<file path="src/rtl/qu_common_pkg.sv">
// Shared Qu core types: writeback entry layout and default writeback port count.
package qu_common;

    localparam int PHY_RF_ADDR_WIDTH = 6;
    localparam int QU_WB_NUM_PORTS   = 3;

    typedef struct packed {
        logic [PHY_RF_ADDR_WIDTH-1:0] addr;
        logic [31:0]                  data;
    } wb_entry_t;

endpackage

</file>
<file path="src/rtl/qu_wb_fifo.sv">
// Per-port result buffer: synchronous FIFO with full/empty/count; clear empties it.
module qu_wb_fifo
    import qu_common::*;
#(
    parameter type entry_t = wb_entry_t,
    parameter int  DEPTH   = 2
) (
    input  logic                   clk,
    input  logic                   clear,
    input  logic                   push,
    input  logic                   pop,
    input  entry_t                 din,
    output entry_t                 dout,
    output logic                   full,
    output logic                   empty,
    output logic [$clog2(DEPTH):0] count
);

    localparam int PTR_W = $clog2(DEPTH);

    entry_t           mem_q [DEPTH];
    logic [PTR_W-1:0] wr_ptr_q, rd_ptr_q;
    logic [PTR_W:0]   cnt_q;
    logic             do_push, do_pop;

    assign do_push = push && !full;
    assign do_pop  = pop && !empty;

    // DEPTH is a power of two, so pointers wrap by plain overflow.
    always_ff @(posedge clk) begin
        if (clear) begin
            wr_ptr_q <= '0;
            rd_ptr_q <= '0;
            cnt_q    <= '0;
        end else begin
            if (do_push) wr_ptr_q <= wr_ptr_q + 1'b1;
            if (do_pop)  rd_ptr_q <= rd_ptr_q + 1'b1;
            case ({do_push, do_pop})
                2'b10:   cnt_q <= cnt_q + 1'b1;
                2'b01:   cnt_q <= cnt_q - 1'b1;
                default: cnt_q <= cnt_q;
            endcase
        end
    end

    always_ff @(posedge clk) begin
        if (do_push && !clear) mem_q[wr_ptr_q] <= din;
    end

    assign dout  = mem_q[rd_ptr_q];
    assign full  = (cnt_q == (PTR_W+1)'(DEPTH));
    assign empty = (cnt_q == '0);
    assign count = cnt_q;

endmodule

</file>
<file path="src/rtl/qu_wb_arbiter.sv">
// Qu writeback arbiter: per-port result buffers feeding the single registered RF write port.
// QU_WB_ROUND_ROBIN_EN selects round-robin arbitration; otherwise lowest port index wins.
module qu_wb_arbiter
    import qu_common::*;
#(
    parameter int NUM_PORTS  = QU_WB_NUM_PORTS,
    parameter int DATA_WIDTH = 32,
    parameter int ADDR_WIDTH = PHY_RF_ADDR_WIDTH,
    parameter int BUF_DEPTH  = 2
) (
    input  logic                                 clk,
    input  logic                                 rst,
    input  logic                                 flush,
    input  logic                                 wb_stall,
    input  logic [NUM_PORTS-1:0]                 eu_valid_in,
    output logic [NUM_PORTS-1:0]                 eu_ready_out,
    input  logic [NUM_PORTS-1:0][ADDR_WIDTH-1:0] eu_addr_in,
    input  logic [NUM_PORTS-1:0][DATA_WIDTH-1:0] eu_data_in,
    output logic                                 rf_wr_en,
    output logic [ADDR_WIDTH-1:0]                rf_rd_addr,
    output logic [DATA_WIDTH-1:0]                rf_data_out
);

    localparam int CNT_W = $clog2(BUF_DEPTH) + 1;
    localparam int IDX_W = $clog2(NUM_PORTS);
    localparam logic [CNT_W-1:0] DEPTH_C = CNT_W'(BUF_DEPTH);

    typedef struct packed {
        logic [ADDR_WIDTH-1:0] addr;
        logic [DATA_WIDTH-1:0] data;
    } entry_t;

    entry_t               head  [NUM_PORTS];
    logic [CNT_W-1:0]     count [NUM_PORTS];
    logic [NUM_PORTS-1:0] full, empty, push, pop;
    logic                 clear;

    logic                 sel_found, grant;
    logic [IDX_W-1:0]     sel_idx;
    entry_t               sel_entry;
    int                   scan_idx;

    logic                  rf_wr_en_q, rf_wr_en_d;
    logic [ADDR_WIDTH-1:0] rf_addr_q, rf_addr_d;
    logic [DATA_WIDTH-1:0] rf_data_q, rf_data_d;

    assign clear = rst || flush;

    for (genvar g = 0; g < NUM_PORTS; g++) begin : g_port
        qu_wb_fifo #(
            .entry_t (entry_t),
            .DEPTH   (BUF_DEPTH)
        ) u_fifo (
            .clk   (clk),
            .clear (clear),
            .push  (push[g]),
            .pop   (pop[g]),
            .din   ({eu_addr_in[g], eu_data_in[g]}),
            .dout  (head[g]),
            .full  (full[g]),
            .empty (empty[g]),
            .count (count[g])
        );

        // Ready comes from the registered count only: no pass-through when full.
        assign eu_ready_out[g] = (count[g] < DEPTH_C);
        assign push[g]         = eu_valid_in[g] && !full[g];
    end

`ifdef QU_WB_ROUND_ROBIN_EN
    logic [IDX_W-1:0] rr_ptr_q, rr_ptr_d;

    always_comb begin
        sel_found = 1'b0;
        sel_idx   = '0;
        sel_entry = '0;
        scan_idx  = 0;
        for (int k = 0; k < NUM_PORTS; k++) begin
            scan_idx = int'(rr_ptr_q) + k;
            if (scan_idx >= NUM_PORTS) scan_idx = scan_idx - NUM_PORTS;
            if (!sel_found && !empty[scan_idx]) begin
                sel_found = 1'b1;
                sel_idx   = IDX_W'(scan_idx);
                sel_entry = head[scan_idx];
            end
        end
    end

    always_comb begin
        rr_ptr_d = rr_ptr_q;
        if (grant) rr_ptr_d = (sel_idx == IDX_W'(NUM_PORTS-1)) ? '0 : sel_idx + 1'b1;
    end

    always_ff @(posedge clk) begin
        if (rst) rr_ptr_q <= '0;
        else     rr_ptr_q <= rr_ptr_d;
    end
`else
    always_comb begin
        sel_found = 1'b0;
        sel_idx   = '0;
        sel_entry = '0;
        scan_idx  = 0;
        for (int k = 0; k < NUM_PORTS; k++) begin
            scan_idx = k;
            if (!sel_found && !empty[scan_idx]) begin
                sel_found = 1'b1;
                sel_idx   = IDX_W'(scan_idx);
                sel_entry = head[scan_idx];
            end
        end
    end
`endif

    assign grant = sel_found && !wb_stall && !flush;

    always_comb begin
        for (int i = 0; i < NUM_PORTS; i++) pop[i] = grant && (sel_idx == IDX_W'(i));
    end

    // A grant to the zero register still consumes the entry but issues no write.
    always_comb begin
        rf_wr_en_d = grant && (sel_entry.addr != '0);
        rf_addr_d  = rf_addr_q;
        rf_data_d  = rf_data_q;
        if (rf_wr_en_d) begin
            rf_addr_d = sel_entry.addr;
            rf_data_d = sel_entry.data;
        end
    end

    always_ff @(posedge clk) begin
        if (rst) begin
            rf_wr_en_q <= 1'b0;
            rf_addr_q  <= '0;
            rf_data_q  <= '0;
        end else begin
            rf_wr_en_q <= rf_wr_en_d;
            rf_addr_q  <= rf_addr_d;
            rf_data_q  <= rf_data_d;
        end
    end

    assign rf_wr_en    = rf_wr_en_q;
    assign rf_rd_addr  = rf_addr_q;
    assign rf_data_out = rf_data_q;

endmodule

</file>
<file path="config.mk">
export PLATFORM = sky130hd
export DESIGN_NAME = qu_wb_arbiter
export DESIGN_NICKNAME = d
export VERILOG_FILES = /design/src/rtl/qu_common_pkg.sv /design/src/rtl/qu_wb_fifo.sv /design/src/rtl/qu_wb_arbiter.sv
export SDC_FILE = /design/constraint.sdc
export NUM_CORES = 1
export LEC_CHECK = 0
export BUFFER_PORTS_ARGS = -buffer_cell sky130_fd_sc_hd__buf_2
export CAP_MARGIN = 20
export CORE_ASPECT_RATIO = 1.2
export CORE_UTILIZATION = 44
export DETAILED_ROUTE_END_ITERATION = 10
export PLACE_DENSITY = 0.7
export SLEW_MARGIN = 20
export SYNTH_ARGS = -nofsm -noshare
export SYNTH_HDL_FRONTEND = slang
export SYNTH_SLANG_ARGS = --single-unit
</file>
<file path="constraint.sdc">
create_clock -name clk -period 6 [get_ports clk]
set_input_delay 0.9 -clock clk [delete_from_list [all_inputs] [get_ports clk]]
set_output_delay 0.9 -clock clk [all_outputs]
set_load 0.005 [all_outputs]
</file>
==> implementation parameters, run 1 <==
Parameter                              Value

Clock network
  Count of clock tree sinks    282
  Post CTS Setup Buffer Count    0
  Count of hold-fix buffers inserted at cts    0
  CTS tree    done
  Reg clk slew, reported paths    60 ps
  Clock root cell    clkbuf_16
  Total number of H-tree levels    1
  Cts bufs inserted    26
  Clock latency of the later-clocked register in the worst-skew pair    520 ps
  Buffer depth of the longest clock path    3
  Resize count post-CTS    0

GRT
  Number of global-route vias before repair    6,312
  Maximum number of pins on one net before global-route repair    42
  GR Util All Layers    17.6%
  Total grt overflow    0
  First-pass GRT wire length    34,400 microns
  Initial antenna violation count    1

Critical path
  Required time at the endpoint of the critical path    6450 ps
  Crit end category    flop
  Arrival time at the worst endpoint    3550 ps
  Largest fanout of any net on the critical path    41
  Critical path launch point type    flop
  Kind of critical path    reg -> reg

Logic synthesis
  Share of async-settable or async-resettable flops after synthesis    0%
  Number of synthesized flops with an enable pin    228
  Most frequently used flop master after synthesis    edfxtp_1
  Netlist area before placement    11,000 sq um
  Number of different library cells in the post-synthesis netlist    35
  Register bit count reported by yosys    282
  Number of warnings issued by yosys    0
  Gate Count Post-Synth    683
  Post-synth top area cell    edfxtp_1
  Proportion of synthesized chip area in sequential cells    72.1%
  Top area cells in the synthesized netlist    edfxtp_1 (62%), dfxtp_1 (9.8%), mux2i_1 (7.5%)
  Number of nets in the synthesized netlist    807
  Area share of the leading cell type in the synthesized netlist    62.3%
  Mapped Avg Cell Area    16.1 sq um

Power
  Pwr Total    4.11 mW
  Pwr Density    314 nW/um^2
  Peak VDD IR    0.219 mV
  Leakage power summed over all cells    4.37 nW

Finish
  Layout cell share with drive strength beyond 1    34.3%
  Commonest cells after routing, fill and taps aside    edfxtp_1 (228), buf_2 (162), mux2i_1 (82)
  Net total in the final layout    970
  Area Overhead vs Synth    18.8%
  Most common cell after layout, fill and taps aside    edfxtp_1

Timing
  Final Slew Violations    0
  Hold violation count in the final report    0
  Ratio of final minimum period to clock period    51.8%
  Aggregate negative setup slack    0 ps
  Max frequency    322 MHz
  Setup repair after global routing missed its margin    false
  Post-Route Hold Slack    477 ps
  Final worst clock skew    11.6 ps
  Post-route worst setup slack    2890 ps
  Number of endpoints failing setup at the final stage    0
  Worst Max-Slew Pin Slew    1110 ps
  Min Clock Period, post-route    3110 ps
  Relative slew margins    25.8%

Detailed routing
  DRT Pass-1 Iters    5
  Drt initial violations    264
  Total Wirelength    22,700 microns
  Routed via count    6,149
  Count of antenna-violating nets left after detailed routing    0
  Drc violations    0
  Mean number of vias per cell    5.16
  Routed wirelength normalized by instance count    19.0 microns

Die
  Placement Rows    63
  Overall die area    25,600 sq um
  Placeable Area    24,600 sq um
  Top Ports    163
  Starting Density    44.7%
  DIE HEIGHT    175 microns
  X dimension of the die    146 microns

Placement
  Number of buffers added on ports    162
  Detailed Place HPWL    15,800 microns
  Final Wtd Congestion    0.805
  Place WS    2860 ps

Run status
  Outcome    finished, final reports clean

Min path
  Worst hold path type    reg -> reg

Run
  Number of max-cap violations    0
## routing by layer
| metal | vias up | global-route usage [%] | routed length, microns |
|---|---|---|---|
| met2 | 179 | 31.9 | 12000 |
| met1 | 2974 | 20.6 | 8840 |
| met4 | 0 | 6.94 | 642 |
| met3 | 47 | 3.29 | 1230 |
| li1 | 2949 | - | - |
| met5 | - | 0 | 0 |
## metrics by stage
stage	cell area [sq um]	std cells	util, %
after floorplan	11000	683	-
after global placement	12200	1143	49.5
after detailed placement	12200	1143	49.5
after CTS	13100	1190	53.1
after global routing	13100	1191	53.1
final	13100	1192	53.1
## critical path, cell delays in order (launching register included)
cell     delay, ps
dfxtp_1        400
nor2_4         860
o21ai_4        520
nor3_1         410
ha_1           320
or3_1          350
a21oi_1        150
## worst paths after layout
kind | start | end | slack, ps | depth (start not counted)
worst max register to register | g_port[0].u_fifo.count[0] | g_port[1].u_fifo.count[1] | 2890 | 6
worst max-delay path | g_port[0].u_fifo.count[0] | g_port[1].u_fifo.count[1] | 2890 | 6
worst min-delay path | rf_data_out[31] | rf_data_out[31] | 480 | 2
worst min register to register | rf_data_out[31] | rf_data_out[31] | 480 | 2
## cell type report
class	instances	area (sq um)
timing repair buffer	176	916
multi-input combinational	321	2760
clock buffer	34	722
antenna	2	5.00
sequential	282	7930
clock inverter	13	165
tap	325	407
fill	2036	11500
inverter	39	146
## registers in the layout (all words and copies together) (netlist names), named ones only
| name | count |
|---|---|
| rf_data_out | 32 |
| g_port.u_fifo.count | 6 |
| rf_wr_en | 1 |
| g_port.u_fifo.wr_ptr_q | 3 |
| g_port.u_fifo.mem_q | 228 |
| g_port.u_fifo.rd_ptr_q | 3 |
| rf_rd_addr | 6 |
## cell usage after synthesis, types with 2 or more instances
cell	number
mux2_2	32
mux2i_1	82
o32ai_2	29
buf_2	7
o31ai_1	3
a21oi_1	47
o22ai_1	32
buf_4	2
or3_1	3
nor3_1	14
o21ai_0	7
o32ai_1	3
o31ai_2	3
nor2_1	27
buf_1	6
buf_6	6
xor2_1	3
inv_1	39
ha_1	3
xnor2_1	9
or2_2	2
nand3_1	12
clkbuf_1	20
dfxtp_1	54
edfxtp_1	228
## where the power goes
group | internal, mW | total [mW] | leakage, nW | switching [mW]
clock network | 1.02 | 1.68 | 0.436 | 0.665
logic | 0.0978 | 0.250 | 1.42 | 0.152
registers | 2.16 | 2.18 | 2.51 | 0.0195
total | 3.27 | 4.11 | 4.37 | 0.836
## cell families after synthesis
logic type               after synthesis  share of synthesized area, %
AO/OA/AOI/OAI                        127                          9.64
XOR/XNOR                              12                         0.956
adder cells (fa/ha/maj)                3                         0.341
buffers and inverters                 80                          3.29
flip-flops                           282                          72.1
multiplexers                         114                          10.7
AND/OR/NAND/NOR                       65                          2.95
No activity file was read; power rests on OpenSTA's default activity.
==> run 2: changes to the inputs <==
Settings changed: PLACE_DENSITY 0.7 to 0.73.
Clock period 6 ns to 2.6 ns, I/O delays scaled along.
==> run 2 against run 1 <==
Net effect:
- maximum frequency rose by 26%
- cell count rose by 2.1%
- register-to-register slack got worse by 2800 ps
- sequential share of layout area fell by 1.7 points
- critical path depth did not move
- clock skew fell by 2.5 ps
- sequential power rose by 130%
- clock power rose to 2.6 times the previous value
- via count rose by 2.7%
- design area rose by 2.8%
- largest cell class unchanged
- highest routed layer unchanged
==> implementation parameters, run 2 (synthesis results as in run 1) <==
Parameter                              Value

Placement
  Number of buffers added on ports    162 (unchanged)
  Post-Place Cell Area    12,400 sq um (+1.5%)
  Detailed Place HPWL    16,800 microns (+5.9%)
  Placed Cells    1,158 (+1.3%)
  Final Wtd Congestion    0.861 (+6.9%)

Detailed routing
  Routed wirelength normalized by instance count    19.4 microns (+1.9%)
  Routed via count    6,312 (+2.7%)
  Mean number of vias per cell    5.19 (+0.54%)
  Total Wirelength    23,600 microns (+4.1%)
  Drt initial violations    298 (+13%)
  Count of antenna-violating nets left after detailed routing    0 (unchanged)
  DRT Pass-1 Iters    4 (-1)
  Drc violations    0 (unchanged)

Finish
  Net total in the final layout    993 (+2.4%)
  Post-layout instance count excluding filler cells    1,217 (+2.1%)
  Filler Cells Inserted    1,991 (-2.2%)
  Most common cell after layout, fill and taps aside    edfxtp_1
  Register name with the most flops    g_port.u_fifo.mem_q
  Area Overhead vs Synth    22.0%
  Max reg flops    228 (unchanged)
  Footprint of the flip-flops and latches    7930 sq um (about the same)
  Multi-input gate area    2810 sq um (+1.8%)
  Post-Layout Inst Area    13,400 sq um (+2.8%)
  Final core area utilization    54.6% (+1.5 points)
  Commonest cells after routing, fill and taps aside    edfxtp_1 (228), buf_2 (162), mux2i_1 (82)
  Layout cell share with drive strength beyond 1    36.4% (+2.1 points)

Min path
  Worst hold path type    in -> reg

GRT
  Most used routing layer    met2
  Maximum number of pins on one net before global-route repair    40 (-4.8%)
  Global Route met1 Usage    20.7% (+0.14 points)
  Total grt overflow    0 (unchanged)
  Initial antenna violation count    2 (+1)
  Global routing usage on met3    3.47% (+0.18 points)
  Number of global-route vias before repair    6,578 (+4.2%)
  GR Util All Layers    18.1% (+0.47 points)
  First-pass GRT wire length    35,600 microns (+3.4%)
  M2 GR Usage    33.0% (+1.1 points)

Power
  Pwr Density    743 nW/um^2 (+140%)
  Leakage power summed over all cells    4.57 nW (+4.6%)
  Peak VDD IR    0.468 mV (+110%)

Critical path
  Required time at the endpoint of the critical path    2980 ps (-3470 ps)
  Flop2flop setup slack    140 ps (-2750 ps)
  Kind of critical path    reg -> reg
  Critical path launch point type    flop
  Critical path cell sequence    nor4_4 -> and2_4 -> o31ai_1 -> and4_1 -> a211o_2 -> o32ai_2
  Crit end category    flop
  Longest individual stage delay on the worst path    550 ps (-310 ps)
  Arrival time at the worst endpoint    2840 ps (-710 ps)
  Largest fanout of any net on the critical path    17 (-59%)
  Max stage delay cell, worst path    dfxtp_1

Die
  Placeable Area    24,600 sq um (unchanged)
  Starting Density    44.7% (unchanged)
  Placement Rows    63 (unchanged)
  X dimension of the die    146 microns (unchanged)
  DIE HEIGHT    175 microns (unchanged)
  Top Ports    163 (unchanged)
  Overall die area    25,600 sq um (unchanged)

Clock network
  Buffer depth of the longest clock path    3 (unchanged)
  Clock latency of the later-clocked register in the worst-skew pair    520 ps (about the same)
  Cts bufs inserted    27 (+3.8%)
  Clock root cell    clkbuf_16
  Count of clock tree sinks    282 (unchanged)
  CTS tree    done
  Total number of H-tree levels    1 (unchanged)
  Reg clk slew, reported paths    60 ps (about the same)

Timing
  Setup repair after global routing missed its margin    false
  Hold violation count in the final report    0 (unchanged)
  Max frequency    407 MHz (+26%)
  Relative slew margins    44.0% (+18 points)
  Final Slew Violations    0 (unchanged)
  Worst Max-Slew Pin Slew    831 ps (-280 ps)
  Ratio of final minimum period to clock period    94.6% (+43 points)
  Final worst clock skew    9.10 ps (-2.48 ps)
  Min Clock Period, post-route    2460 ps (-646 ps)
  Post-Route Hold Slack    57.5 ps (-420 ps)
  Number of endpoints failing setup at the final stage    0 (unchanged)

Run status
  Outcome    finished, final reports clean

Run
  Number of max-cap violations    0 (unchanged)
run 2: path summary, 6_finish.rpt:
| kind | startpoint | end | cells after the start |
|---|---|---|---|
| setup reg to reg | g_port[1].u_fifo.count[0] | rf_data_out[20] | 6 |
| setup / recovery | g_port[1].u_fifo.count[0] | rf_data_out[20] | 6 |
| hold reg to reg | rf_data_out[3] | rf_data_out[3] | 2 |
| hold / removal | eu_data_in[81] | g_port[2].u_fifo.mem_q[1][17] | 1 |
run 2: metal layers:
metal  wire (microns)  up-vias
li1                 -     3011
met1             9350     3093
met2            12300      160
met3             1120       48
met4              787        0
met5                0        -
run 2: final cells by class:
class                   count  area share [%]
clock inverters            16            1.88
repair buffers            197            8.28
inverters                  39            1.09
flip-flops and latches    282            59.1
multi-input cells         322            21.0
well taps                 325            3.03
clock buffers              33            5.59
diodes                      3          0.0559
run 2: report_power, final:
group          switching [mW]  internal (mW)
Sequential             0.0409           4.98
Clock                    1.59           2.74
Combinational           0.373          0.259
Total                    2.00           7.97
run 2: critical path: cells and delay by family, from the launching register on:
kind | cells | cell delay (ps)
AOI/OAI and AO/OA | 3 | 1000
DFF | 1 | 550
and+or+nand+nor | 3 | 760
run 2: through the flow:
| step | TNS, ps | total power [mW] | worst slack [ps] |
|---|---|---|---|
| 2_1_floorplan | -60360 | 5.47 | -322 |
| 3_3_place_gp | 0 | 5.71 | 238 |
| 3_5_place_dp | 0 | 5.73 | 162 |
| 4_1_cts | 0 | 10.0 | 160 |
| 5_1_grt | 0 | 10.3 | 22.6 |
| 6_report | 0 | 9.97 | 141 |
run 2: what timing repair did:
item / 4_1_cts / 5_1_grt
resized for setup: 0 / 1
buffers inserted: 0 / 6
hold buffers: 0 / 0
setup endpoints to repair: 0 / 3
==> run 3: changes to the inputs <==
Settings changed: PLACE_DENSITY 0.73 to 0.7.
Clock period 2.6 ns to 2.69 ns, I/O delays scaled along.
==> run 3 against run 2 <==
Net effect:
- sequential cell count stayed put
- routed wire length is 3.7% lower
- worst hold slack better by 9.0 ps
- combinational power is 3% lower
- clock-buffer cell count is 3 higher
- largest power group unchanged
==> implementation parameters, run 3 (synthesis results as in run 1) <==
Parameter                              Value

Run status
  Outcome    finished, final reports clean

Power
  Pwr Total    9.01 mW (-9.6%)
  Leakage power summed over all cells    4.47 nW (-2.1%)
  Peak VDD IR    0.463 mV (-0.97%)
  Pwr Density    680 nW/um^2 (-8.5%)

Finish
  Area Overhead vs Synth    20.5%
  Final core area utilization    53.9% (-0.71 points)
  Layout cell share with drive strength beyond 1    35.9% (-0.55 points)
  Commonest cells after routing, fill and taps aside    edfxtp_1 (228), buf_2 (162), mux2i_1 (82)
  Post-Layout Inst Area    13,200 sq um (-1.3%)
  Net total in the final layout    987 (-0.60%)
  Most common cell after layout, fill and taps aside    edfxtp_1
  Register name with the most flops    g_port.u_fifo.mem_q
  Max reg flops    228 (unchanged)

Timing
  Final worst clock skew    10.6 ps (+1.48 ps)
  Hold violation count in the final report    0 (unchanged)
  Relative slew margins    42.0% (-2.1 points)
  Ratio of final minimum period to clock period    88.9% (-5.7 points)
  Number of endpoints failing setup at the final stage    0 (unchanged)
  Setup repair after global routing missed its margin    false
  Min Clock Period, post-route    2390 ps (-67.4 ps)
  Max frequency    418 MHz (+2.8%)
  Final Slew Violations    0 (unchanged)
  Worst Max-Slew Pin Slew    861 ps (+30.8 ps)
  Post-route worst setup slack    298 ps (+157 ps)
  Aggregate negative setup slack    0 ps (unchanged)

Clock network
  Clock latency of the later-clocked register in the worst-skew pair    520 ps (about the same)
  Cts bufs inserted    27 (unchanged)
  Buffer depth of the longest clock path    3 (unchanged)
  Clock root cell    clkbuf_16
  Count of clock tree sinks    282 (unchanged)
  Reg clk slew, reported paths    60 ps (about the same)
  Total number of H-tree levels    1 (unchanged)
  Count of hold-fix buffers inserted at cts    0 (unchanged)
  CTS tree    done

Detailed routing
  Total Wirelength    22,700 microns (-3.7%)
  Drc violations    0 (unchanged)
  Count of antenna-violating nets left after detailed routing    0 (unchanged)
  DRT Pass-1 Iters    4 (unchanged)
  Drt initial violations    275 (-7.7%)
  Routed wirelength normalized by instance count    18.8 microns (-3.0%)
  Routed via count    6,187 (-2.0%)
  Mean number of vias per cell    5.12 (-1.3%)

Min path
  Worst hold path type    in -> reg

Placement
  Detailed Place HPWL    15,800 microns (-5.6%)
  Place WS    152 ps (-10.5 ps)
  Final Wtd Congestion    0.759 (-12%)
  Number of buffers added on ports    162 (unchanged)
  Post-Place Cell Area    12,400 sq um (+0.14%)

Die
  Placeable Area    24,600 sq um (unchanged)
  Top Ports    163 (unchanged)
  Placement Rows    63 (unchanged)
  Overall die area    25,600 sq um (unchanged)
  X dimension of the die    146 microns (unchanged)
  Starting Density    44.7% (unchanged)
  DIE HEIGHT    175 microns (unchanged)

Critical path
  Required time at the endpoint of the critical path    3070 ps (+90 ps)
  Arrival time at the worst endpoint    2770 ps (-70 ps)
  Kind of critical path    reg -> reg
  Critical path launch point type    flop
  Crit end category    flop
  Largest fanout of any net on the critical path    16 (-1)

GRT
  Maximum number of pins on one net before global-route repair    40 (unchanged)
  Total grt overflow    0 (unchanged)
  GR Util All Layers    17.7% (-0.43 points)
  M2 GR Usage    32.4% (-0.67 points)
  Initial antenna violation count    1 (-1)
  Most used routing layer    met2
  Number of global-route vias before repair    6,322 (-3.9%)
  Global Route met1 Usage    21.0% (+0.24 points)
  First-pass GRT wire length    34,300 microns (-3.5%)
  Global routing usage on met3    2.95% (-0.52 points)

Run
  Number of max-cap violations    0 (unchanged)
run 3: area by class of cell:
cell class,instances,area (sq um)
Fill cell,2065,11300
Sequential cell,282,7930
Multi-Input combinational cell,322,2810
Timing Repair Buffer,191,1100
Clock buffer,36,749
Tap cell,325,407
Inverter,39,146
Clock inverter,13,92.6
Antenna cell,1,2.50
run 3: report_power, final:
part	switching, mW	internal [mW]	total, mW
registers	0.0381	4.81	4.85
clock network	1.50	2.05	3.55
logic	0.362	0.253	0.615
total	1.90	7.11	9.01
run 3: through the flow:
stage                     std cells  hold WS [ps]
after floorplan                 683           467
after global placement         1157           465
after detailed placement       1157           478
after CTS                      1206          37.4
after global routing           1209          46.6
final                          1209          66.5
run 3: routing by layer:
layer | part of all wire (%) | up-vias | wire length [microns]
met1 | 40 | 3012 | 9080
li1 | - | 2993 | -
met5 | 0 | - | 0
met4 | 2.4 | 0 | 537
met3 | 4.6 | 32 | 1040
met2 | 53 | 150 | 12100
run 3: worst paths after layout:
kind / startpoint / endpoint / slack, ps / depth (start not counted)
setup / recovery: g_port[1].u_fifo.count[0] / rf_data_out[9] / 300 / 6
hold / removal: eu_data_in[46] / g_port[1].u_fifo.mem_q[1][14] / 70 / 1
setup reg to reg: g_port[1].u_fifo.count[0] / rf_data_out[9] / 300 / 6
hold reg to reg: rf_data_out[2] / rf_data_out[2] / 480 / 2
run 3: what timing repair did:
action                     CTS  global route
gates resized for setup      0             1
buffers inserted             0             1
setup endpoints to repair    0             2
run 3: critical path, stage by stage (launching register included):
cell and delay (ps):
dfxtp_1 540, nor4_4 80, and2_4 210, o31ai_1 320
and4_1 440, a211o_2 520, o32ai_2 140
